**src/rtl/reaction_pkg.sv**
```systemverilog
// reaction_pkg: shared state encoding and helpers for the reaction-time session controller
package reaction_pkg;
  localparam int RAND_W = 4;
  typedef enum logic [6:0] {
    IDLE    = 7'b0000001,
    ARM     = 7'b0000010,
    DELAY   = 7'b0000100,
    MEASURE = 7'b0001000,
    RESULT  = 7'b0010000,
    WAIT    = 7'b0100000,
    DONE    = 7'b1000000
  } state_e;
  function automatic int unsigned umin(input int unsigned a, input int unsigned b);
    return a < b ? a : b;
  endfunction
endpackage

```
**src/rtl/reaction_session_ctrl_if.sv**
```systemverilog
// reaction_session_ctrl_if: button/LFSR inputs and display/LED outputs of the session controller
interface reaction_session_ctrl_if #(
  parameter int MAX_MS      = 1000,
  parameter int TRIALS_LOG2 = 2
);
  import reaction_pkg::*;
  localparam int MSW = $clog2(MAX_MS + 1);
  logic                 start_btn;
  logic                 stop_btn;
  logic                 clear_btn;
  logic [RAND_W-1:0]    rand_val;
  logic                 led_stim;
  logic                 busy;
  logic [MSW-1:0]       result_ms;
  logic                 result_valid;
  logic                 false_start;
  logic [TRIALS_LOG2:0] trial_idx;
  logic [MSW-1:0]       best_ms;
  logic [MSW-1:0]       avg_ms;
  logic                 session_done;
  modport master (
    output start_btn, stop_btn, clear_btn, rand_val,
    input  led_stim, busy, result_ms, result_valid, false_start, trial_idx, best_ms, avg_ms, session_done
  );
  modport slave (
    input  start_btn, stop_btn, clear_btn, rand_val,
    output led_stim, busy, result_ms, result_valid, false_start, trial_idx, best_ms, avg_ms, session_done
  );
endinterface

```
**src/rtl/ms_tick_gen.sv**
```systemverilog
// ms_tick_gen: millisecond prescaler, one-cycle tick at terminal count, restartable
module ms_tick_gen #(
  parameter int CLK_PER_MS = 100000
) (
  input  logic clk,
  input  logic rst_n,
  input  logic restart,
  output logic tick
);
  localparam int W = CLK_PER_MS > 1 ? $clog2(CLK_PER_MS) : 1;
  localparam logic [W-1:0] TC = W'(CLK_PER_MS - 1);
  logic [W-1:0] cnt_q;
  assign tick = cnt_q == TC;
  // count 0..CLK_PER_MS-1, realigned to 0 whenever the controller changes state
  always_ff @(posedge clk or negedge rst_n)
    if (!rst_n) cnt_q <= '0;
    else cnt_q <= restart || tick ? '0 : cnt_q + W'(1);
endmodule

```
**src/rtl/reaction_session_ctrl.sv**
```systemverilog
// reaction_session_ctrl: multi-trial reaction-time session sequencer with best/average tracking
module reaction_session_ctrl
  import reaction_pkg::*;
#(
  parameter int CLK_PER_MS    = 100000,
  parameter int DELAY_UNIT_MS = 250,
  parameter int MAX_MS        = 1000,
  parameter int TRIALS_LOG2   = 2
) (
  input logic clk,
  input logic rst_n,
  reaction_session_ctrl_if.slave bus
);
  localparam int MSW = $clog2(MAX_MS + 1);
  localparam int DW  = $clog2(16 * DELAY_UNIT_MS + 1);
  localparam int CW  = DW > MSW ? DW : MSW;
  localparam int SW  = MSW + TRIALS_LOG2;
  localparam int TW  = TRIALS_LOG2 + 1;
  localparam logic [TW-1:0]  TRIALS = TW'(1 << TRIALS_LOG2);
  localparam logic [MSW-1:0] MAX_V  = MSW'(MAX_MS);
  localparam logic [CW-1:0]  MAX_C  = CW'(MAX_MS);
  state_e         state_q, state_d;
  logic           tick, restart;
  logic [CW-1:0]  ms_q, ms_inc, delay_q;
  logic [MSW-1:0] result_q, best_q, val;
  logic [SW-1:0]  sum_q;
  logic [TW-1:0]  trial_q;
  logic           fs_q;
  assign ms_inc  = ms_q + CW'(1);
  assign restart = state_d != state_q;
  assign val     = state_q == DELAY ? MAX_V : MSW'(tick ? ms_inc : ms_q);
  ms_tick_gen #(.CLK_PER_MS(CLK_PER_MS)) u_tick (
    .clk     (clk),
    .rst_n   (rst_n),
    .restart (restart),
    .tick    (tick)
  );
  // state register
  always_ff @(posedge clk or negedge rst_n)
    if (!rst_n) state_q <= IDLE;
    else state_q <= state_d;
  // next state; clear overrides everything, unknown encodings fall back to IDLE
  always_comb begin
    state_d = state_q;
    case (state_q)
      IDLE:    if (bus.start_btn) state_d = ARM;
      ARM:     state_d = DELAY;
      DELAY:   if (bus.stop_btn || (tick && ms_inc == delay_q)) state_d = bus.stop_btn ? RESULT : MEASURE;
      MEASURE: if (bus.stop_btn || (tick && ms_inc == MAX_C)) state_d = RESULT;
      RESULT:  state_d = trial_q == TRIALS ? DONE : WAIT;
      WAIT:    if (bus.start_btn) state_d = ARM;
      DONE:    state_d = DONE;
      default: state_d = IDLE;
    endcase
    if (bus.clear_btn) state_d = IDLE;
  end
  // ms counter, delay latch and session accumulators; results land as RESULT is entered
  always_ff @(posedge clk or negedge rst_n) begin
    if (!rst_n) begin
      ms_q     <= '0;
      delay_q  <= '0;
      result_q <= '0;
      best_q   <= MAX_V;
      sum_q    <= '0;
      trial_q  <= '0;
      fs_q     <= 1'b0;
    end else begin
      ms_q <= restart ? '0 : ms_q + CW'(tick);
      if (state_q == ARM) delay_q <= CW'(bus.rand_val) * CW'(DELAY_UNIT_MS) + CW'(DELAY_UNIT_MS);
      if (bus.clear_btn) begin
        result_q <= '0;
        fs_q     <= 1'b0;
        trial_q  <= '0;
        sum_q    <= '0;
        best_q   <= MAX_V;
      end else if (state_q == IDLE && bus.start_btn) begin
        sum_q   <= '0;
        best_q  <= MAX_V;
        trial_q <= '0;
      end else if (state_d == RESULT) begin
        result_q <= val;
        fs_q     <= state_q == DELAY;
        sum_q    <= sum_q + SW'(val);
        best_q   <= MSW'(umin(32'(best_q), 32'(val)));
        trial_q  <= trial_q + TW'(1);
      end
    end
  end
  // outputs decoded purely from state and registers
  always_comb begin
    bus.led_stim     = state_q == MEASURE;
    bus.busy         = state_q inside {ARM, DELAY, MEASURE, RESULT};
    bus.result_valid = state_q == RESULT;
    bus.session_done = state_q == DONE;
    bus.result_ms    = result_q;
    bus.false_start  = fs_q;
    bus.trial_idx    = trial_q;
    bus.best_ms      = best_q;
    bus.avg_ms       = MSW'(sum_q >> TRIALS_LOG2);
  end
endmodule

```
**src/flat_wrapper.sv**
```systemverilog
// flat-port wrapper written by rule: the top's interface ports become plain ports
module reaction_session_ctrl_flat import reaction_pkg::*;
#(
  parameter int CLK_PER_MS    = 100000,
  parameter int DELAY_UNIT_MS = 250,
  parameter int MAX_MS        = 1000,
  parameter int TRIALS_LOG2   = 2
)
  (clk, rst_n, bus_start_btn, bus_stop_btn, bus_clear_btn, bus_rand_val, bus_led_stim, bus_busy, bus_result_ms, bus_result_valid, bus_false_start, bus_trial_idx, bus_best_ms, bus_avg_ms, bus_session_done);
  reaction_session_ctrl_if #(.MAX_MS(MAX_MS), .TRIALS_LOG2(TRIALS_LOG2)) bus_i ();
  input logic clk;
  input logic rst_n;
  input wire logic [$bits(bus_i.start_btn)-1:0] bus_start_btn;
  input wire logic [$bits(bus_i.stop_btn)-1:0] bus_stop_btn;
  input wire logic [$bits(bus_i.clear_btn)-1:0] bus_clear_btn;
  input wire logic [$bits(bus_i.rand_val)-1:0] bus_rand_val;
  output wire logic [$bits(bus_i.led_stim)-1:0] bus_led_stim;
  output wire logic [$bits(bus_i.busy)-1:0] bus_busy;
  output wire logic [$bits(bus_i.result_ms)-1:0] bus_result_ms;
  output wire logic [$bits(bus_i.result_valid)-1:0] bus_result_valid;
  output wire logic [$bits(bus_i.false_start)-1:0] bus_false_start;
  output wire logic [$bits(bus_i.trial_idx)-1:0] bus_trial_idx;
  output wire logic [$bits(bus_i.best_ms)-1:0] bus_best_ms;
  output wire logic [$bits(bus_i.avg_ms)-1:0] bus_avg_ms;
  output wire logic [$bits(bus_i.session_done)-1:0] bus_session_done;
  assign bus_i.start_btn = bus_start_btn;
  assign bus_i.stop_btn = bus_stop_btn;
  assign bus_i.clear_btn = bus_clear_btn;
  assign bus_i.rand_val = bus_rand_val;
  assign bus_led_stim = bus_i.led_stim;
  assign bus_busy = bus_i.busy;
  assign bus_result_ms = bus_i.result_ms;
  assign bus_result_valid = bus_i.result_valid;
  assign bus_false_start = bus_i.false_start;
  assign bus_trial_idx = bus_i.trial_idx;
  assign bus_best_ms = bus_i.best_ms;
  assign bus_avg_ms = bus_i.avg_ms;
  assign bus_session_done = bus_i.session_done;
  reaction_session_ctrl #(.CLK_PER_MS(CLK_PER_MS), .DELAY_UNIT_MS(DELAY_UNIT_MS), .MAX_MS(MAX_MS), .TRIALS_LOG2(TRIALS_LOG2)) u_core (.clk(clk), .rst_n(rst_n), .bus(bus_i));
endmodule
```
**config.mk**
```make
export PLATFORM = sky130hd
export DESIGN_NAME = reaction_session_ctrl_flat
export DESIGN_NICKNAME = d
export VERILOG_FILES = /design/src/rtl/reaction_pkg.sv /design/src/rtl/reaction_session_ctrl_if.sv /design/src/rtl/ms_tick_gen.sv /design/src/rtl/reaction_session_ctrl.sv /design/src/flat_wrapper.sv
export SDC_FILE = /design/constraint.sdc
export NUM_CORES = 1
export LEC_CHECK = 0
export ABC_AREA = 1
export CORE_MARGIN = 10
export CORE_UTILIZATION = 35
export CTS_BUF_LIST = sky130_fd_sc_hd__clkbuf_16
export CTS_CLUSTER_DIAMETER = 50
export DETAILED_ROUTE_END_ITERATION = 7
export PLACE_DENSITY_LB_ADDON = 0.12
export SETUP_SLACK_MARGIN = 0.05
export SLEW_MARGIN = 25
export SYNTH_ARGS = -nofsm -noshare
export SYNTH_HDL_FRONTEND = slang
export SYNTH_SLANG_ARGS = --single-unit
```
**constraint.sdc**
```tcl
create_clock -name clk -period 3.7 [get_ports clk]
set_input_delay 0.74 -clock clk [delete_from_list [all_inputs] [get_ports clk]]
set_output_delay 0.74 -clock clk [all_outputs]
set_load 0.01 [all_outputs]
```
==> impl_metrics.ini <==
[yosys]
average_size_of_a_mapped_cell_sq_um = 7.87
yosys-top-cells-area = sky130_fd_sc_hd__dfrtp_1 33%, sky130_fd_sc_hd__nand2_1 9.3%, sky130_fd_sc_hd__ha_1 8.8%
synth_top_cell_by_area = sky130_fd_sc_hd__dfrtp_1
synth_top_cell_area_share = 0.327
post_synth_instance_area_sq_mm = 0.00581
post_synth_most_frequent_cells = 144 x sky130_fd_sc_hd__nand2_1, 97 x sky130_fd_sc_hd__inv_1, 78 x sky130_fd_sc_hd__nor2_1
postSynthRegisterBits = 83
predominant_post_synthesis_flop_cell = sky130_fd_sc_hd__dfrtp_1
synth.distinct_cells = 46
synth_enable_flop_cells = 0
yosys.cell_count.top_type = sky130_fd_sc_hd__nand2_1
synth_cells = 738
synth.yosys.seq_area_share = 0.359
yosys_warnings = 0
synth_fp_nets = 796
synthArstFlopShare = 1.00

[clocking]
insertion_delay_ps = 360
tritoncts = yes
clock_slew_seen_by_the_registers_of_the_worst_setup_and_hold_paths_ps = 60
h-tree-depth = 3
clock_sinks = 83
cts_hold_repair.buffers = 0
clk_path_buf_depth = 2
cts_root_buffer = sky130_fd_sc_hd__clkbuf_16
numCtsBuffers = 9

[global_routing]
pin_count_of_the_biggest_net_entering_global_routing = 42
grt_pass1_wl_mm = 24.8
gr-total-overflow = 0
initial_antenna_violation_count = 0
grt_pass1_vias = 4886
globalRouteTotalUtil = 0.138

[route]
routed_wl_mm = 14.6
dr_wl_met3_um = 655
routed.top_layer = met4
routed_via_density = 4.79
postRouteAntennaNets = 0
vias = 4940
wl_met2_mm = 6.77
detail_route.drc_violations = 0
drt_first_iter_violations = 369
wl_per_cell_um = 14.2
drt_pre_antenna_iters = 6
wl_met1_mm = 7.01

[run]
cap_violations = 0

[place]
dpl-instance-area_sq_mm = 0.00665
placement.io_buffers = 46
finalWeightedCongestion = 0.862
detailedPlacementHpwl_mm = 11.5

[final_layout]
layout.core_utilization = 0.429
flow.area_growth_from_synthesis_pct = 21.1
antenna-diode-count = 0
layout_cells_sized_above_1 = 0.125
final_net_count = 864
final_design_area_excluding_fillers_sq_mm = 0.00704

[worst_hold_path]
min_path_type = primary input to async pin

[critical_path]
worstSetupEndpointType = flip-flop
cp_data_arrival_time_ps = 3680
timing.setup.critical_path_class = primary input to flip-flop
critical_path_peak_fanout = 3
critical_path_required_ps = 3920
worst_setup_sp_type = primary input

[floorplanning]
start_util = 0.354
width_of_the_chip_um = 149
design.die.area_sq_mm = 0.0222
top_level_pins = 47
core.rowCount = 47
die_height_um = 149
placeableCoreArea_sq_mm = 0.0164

[power]
power.static_leakage_nw = 3.27
power_per_cell_area_mw_per_mm2 = 410
vdd.ir_drop.worst_uv = 243

[sta]
maxClockFrequency_mhz = 290
grt_setup_unrepaired = yes
final.min_clock_period_ps = 3450
worst_slew_pin_slew_ps = 502
timing.final.max_slew_violations = 0
fraction_of_the_cycle_the_final_worst_path_needs = 0.933
finalHoldViolCount = 0
finalClockSkew_ps = 14.1
setup_viol = 0
worst_slew_margin_relative_to_its_limit = 0.665

[outcome]
status = complete, no violations
## area by class of cell
type | count | area (sq um)
tap | 220 | 275
clock buffer | 9 | 225
inverter | 104 | 393
sequential | 83 | 2090
fill | 1651 | 9370
clock inverter | 7 | 116
timing repair buffer | 79 | 711
multi-input combinational | 529 | 3230
## where the power goes
| part | total, mW | switching (mW) | internal, mW |
|---|---|---|---|
| combinational | 0.778 | 0.465 | 0.314 |
| clock | 1.04 | 0.384 | 0.658 |
| sequential | 1.07 | 0.0684 | 0.997 |
## worst paths after layout
check | start | cells after the start | end | slack [ps]
worst max register to register | u_core.u_tick.cnt_q[0]$_DFF_PN0_ | 20 | u_core.sum_q[10]$_DFFE_PN0P_ | 340
worst min register to register | u_core.u_tick.cnt_q[0]$_DFF_PN0_ | 1 | u_core.u_tick.cnt_q[0]$_DFF_PN0_ | 460
worst min-delay path | rst_n | 1 | u_core.sum_q[5]$_DFFE_PN0P_ | 310
max in group asynchronous | rst_n | 2 | u_core.bus.best_ms[3]$_DFFE_PN1P_ | 2620
worst max-delay path | bus_rand_val[1] | 15 | u_core.delay_q[11]$_DFFE_PN0P_ | 250
min in group clk | u_core.u_tick.cnt_q[0]$_DFF_PN0_ | 1 | u_core.u_tick.cnt_q[0]$_DFF_PN0_ | 460
## cell usage in the layout (no fill, tap or decap), types with 8 or more instances in the layout
master,count
sky130_fd_sc_hd__nor3_1,11
sky130_fd_sc_hd__clkdlybuf4s50_1,43
sky130_fd_sc_hd__ha_1,40
sky130_fd_sc_hd__inv_1,97
sky130_fd_sc_hd__nand2_1,144
sky130_fd_sc_hd__clkbuf_16,9
sky130_fd_sc_hd__o21ai_0,37
sky130_fd_sc_hd__dfrtp_1,76
sky130_fd_sc_hd__buf_4,34
sky130_fd_sc_hd__xnor2_1,13
sky130_fd_sc_hd__xor2_1,29
sky130_fd_sc_hd__a21oi_1,30
sky130_fd_sc_hd__nor2_1,77
sky130_fd_sc_hd__o21a_1,8
sky130_fd_sc_hd__nand3_1,60
sky130_fd_sc_hd__nor2_2,14
## metrics by stage
step / power, mW / instances / hold slack (ps) / worst slack (ps) / setup TNS [ps]
after CTS: 2.91 / 1030 / 329 / 99.6 / 0
after detailed placement: 1.85 / 1014 / 460 / -280 / -1080
after global routing: 3.09 / 1031 / 339 / -5.87 / -5.87
after floorplan: 1.60 / 738 / 432 / 238 / 0
final: 2.89 / 1031 / 312 / 249 / 0
after global placement: 1.84 / 1014 / 446 / -246 / -735
## cell families (layout without fill, tap and decap cells)
group / Yosys count / after routing / share of synthesized area
AOI/OAI and AO/OA: 102 / 102 / 0.101
DFF: 83 / 83 / 0.359
xor gates and xnor gates: 44 / 44 / 0.0687
adders and majority gates: 49 / 49 / 0.116
and+or+nand+nor: 334 / 334 / 0.264
buffers and inverters: 126 / 199 / 0.0909
## timing repair
item | 4_1_cts | 5_1_grt
setup buffers | 0 | 1
gates resized for setup | 0 | 12
setup endpoints to repair | 0 | 5
## per-layer routing
metal	GRT usage	up-vias
li1	-	2509
met1	0.181	2332
met2	0.220	85
met3	0.0331	14
met4	0.0378	0
met5	0	-
## critical path, cell delays in order
cell and delay (ps):
sky130_fd_sc_hd__clkdlybuf4s50_1 500, sky130_fd_sc_hd__fa_1 450, sky130_fd_sc_hd__buf_4 170, sky130_fd_sc_hd__fa_1 430
sky130_fd_sc_hd__ha_1 340, sky130_fd_sc_hd__a21oi_1 140, sky130_fd_sc_hd__o21ai_1 100, sky130_fd_sc_hd__buf_4 140
sky130_fd_sc_hd__xor2_1 130, sky130_fd_sc_hd__inv_1 80, sky130_fd_sc_hd__nand2_1 80, sky130_fd_sc_hd__nor2_2 100
sky130_fd_sc_hd__nand2_1 70, sky130_fd_sc_hd__xnor2_1 140, sky130_fd_sc_hd__o21ai_0 80
## sequential cells by signal (all words and copies together), names as in the netlist
name and cells:
u_core.u_tick.cnt_q 17, u_core.ms_q 12, u_core.sum_q 12, u_core.delay_q 11, u_core.bus.best_ms 10, u_core.bus.result_ms 10, u_core.state_q 7, u_core.bus.trial_idx 3
u_core.bus.false_start 1
Power figures use the tool's default switching activity.
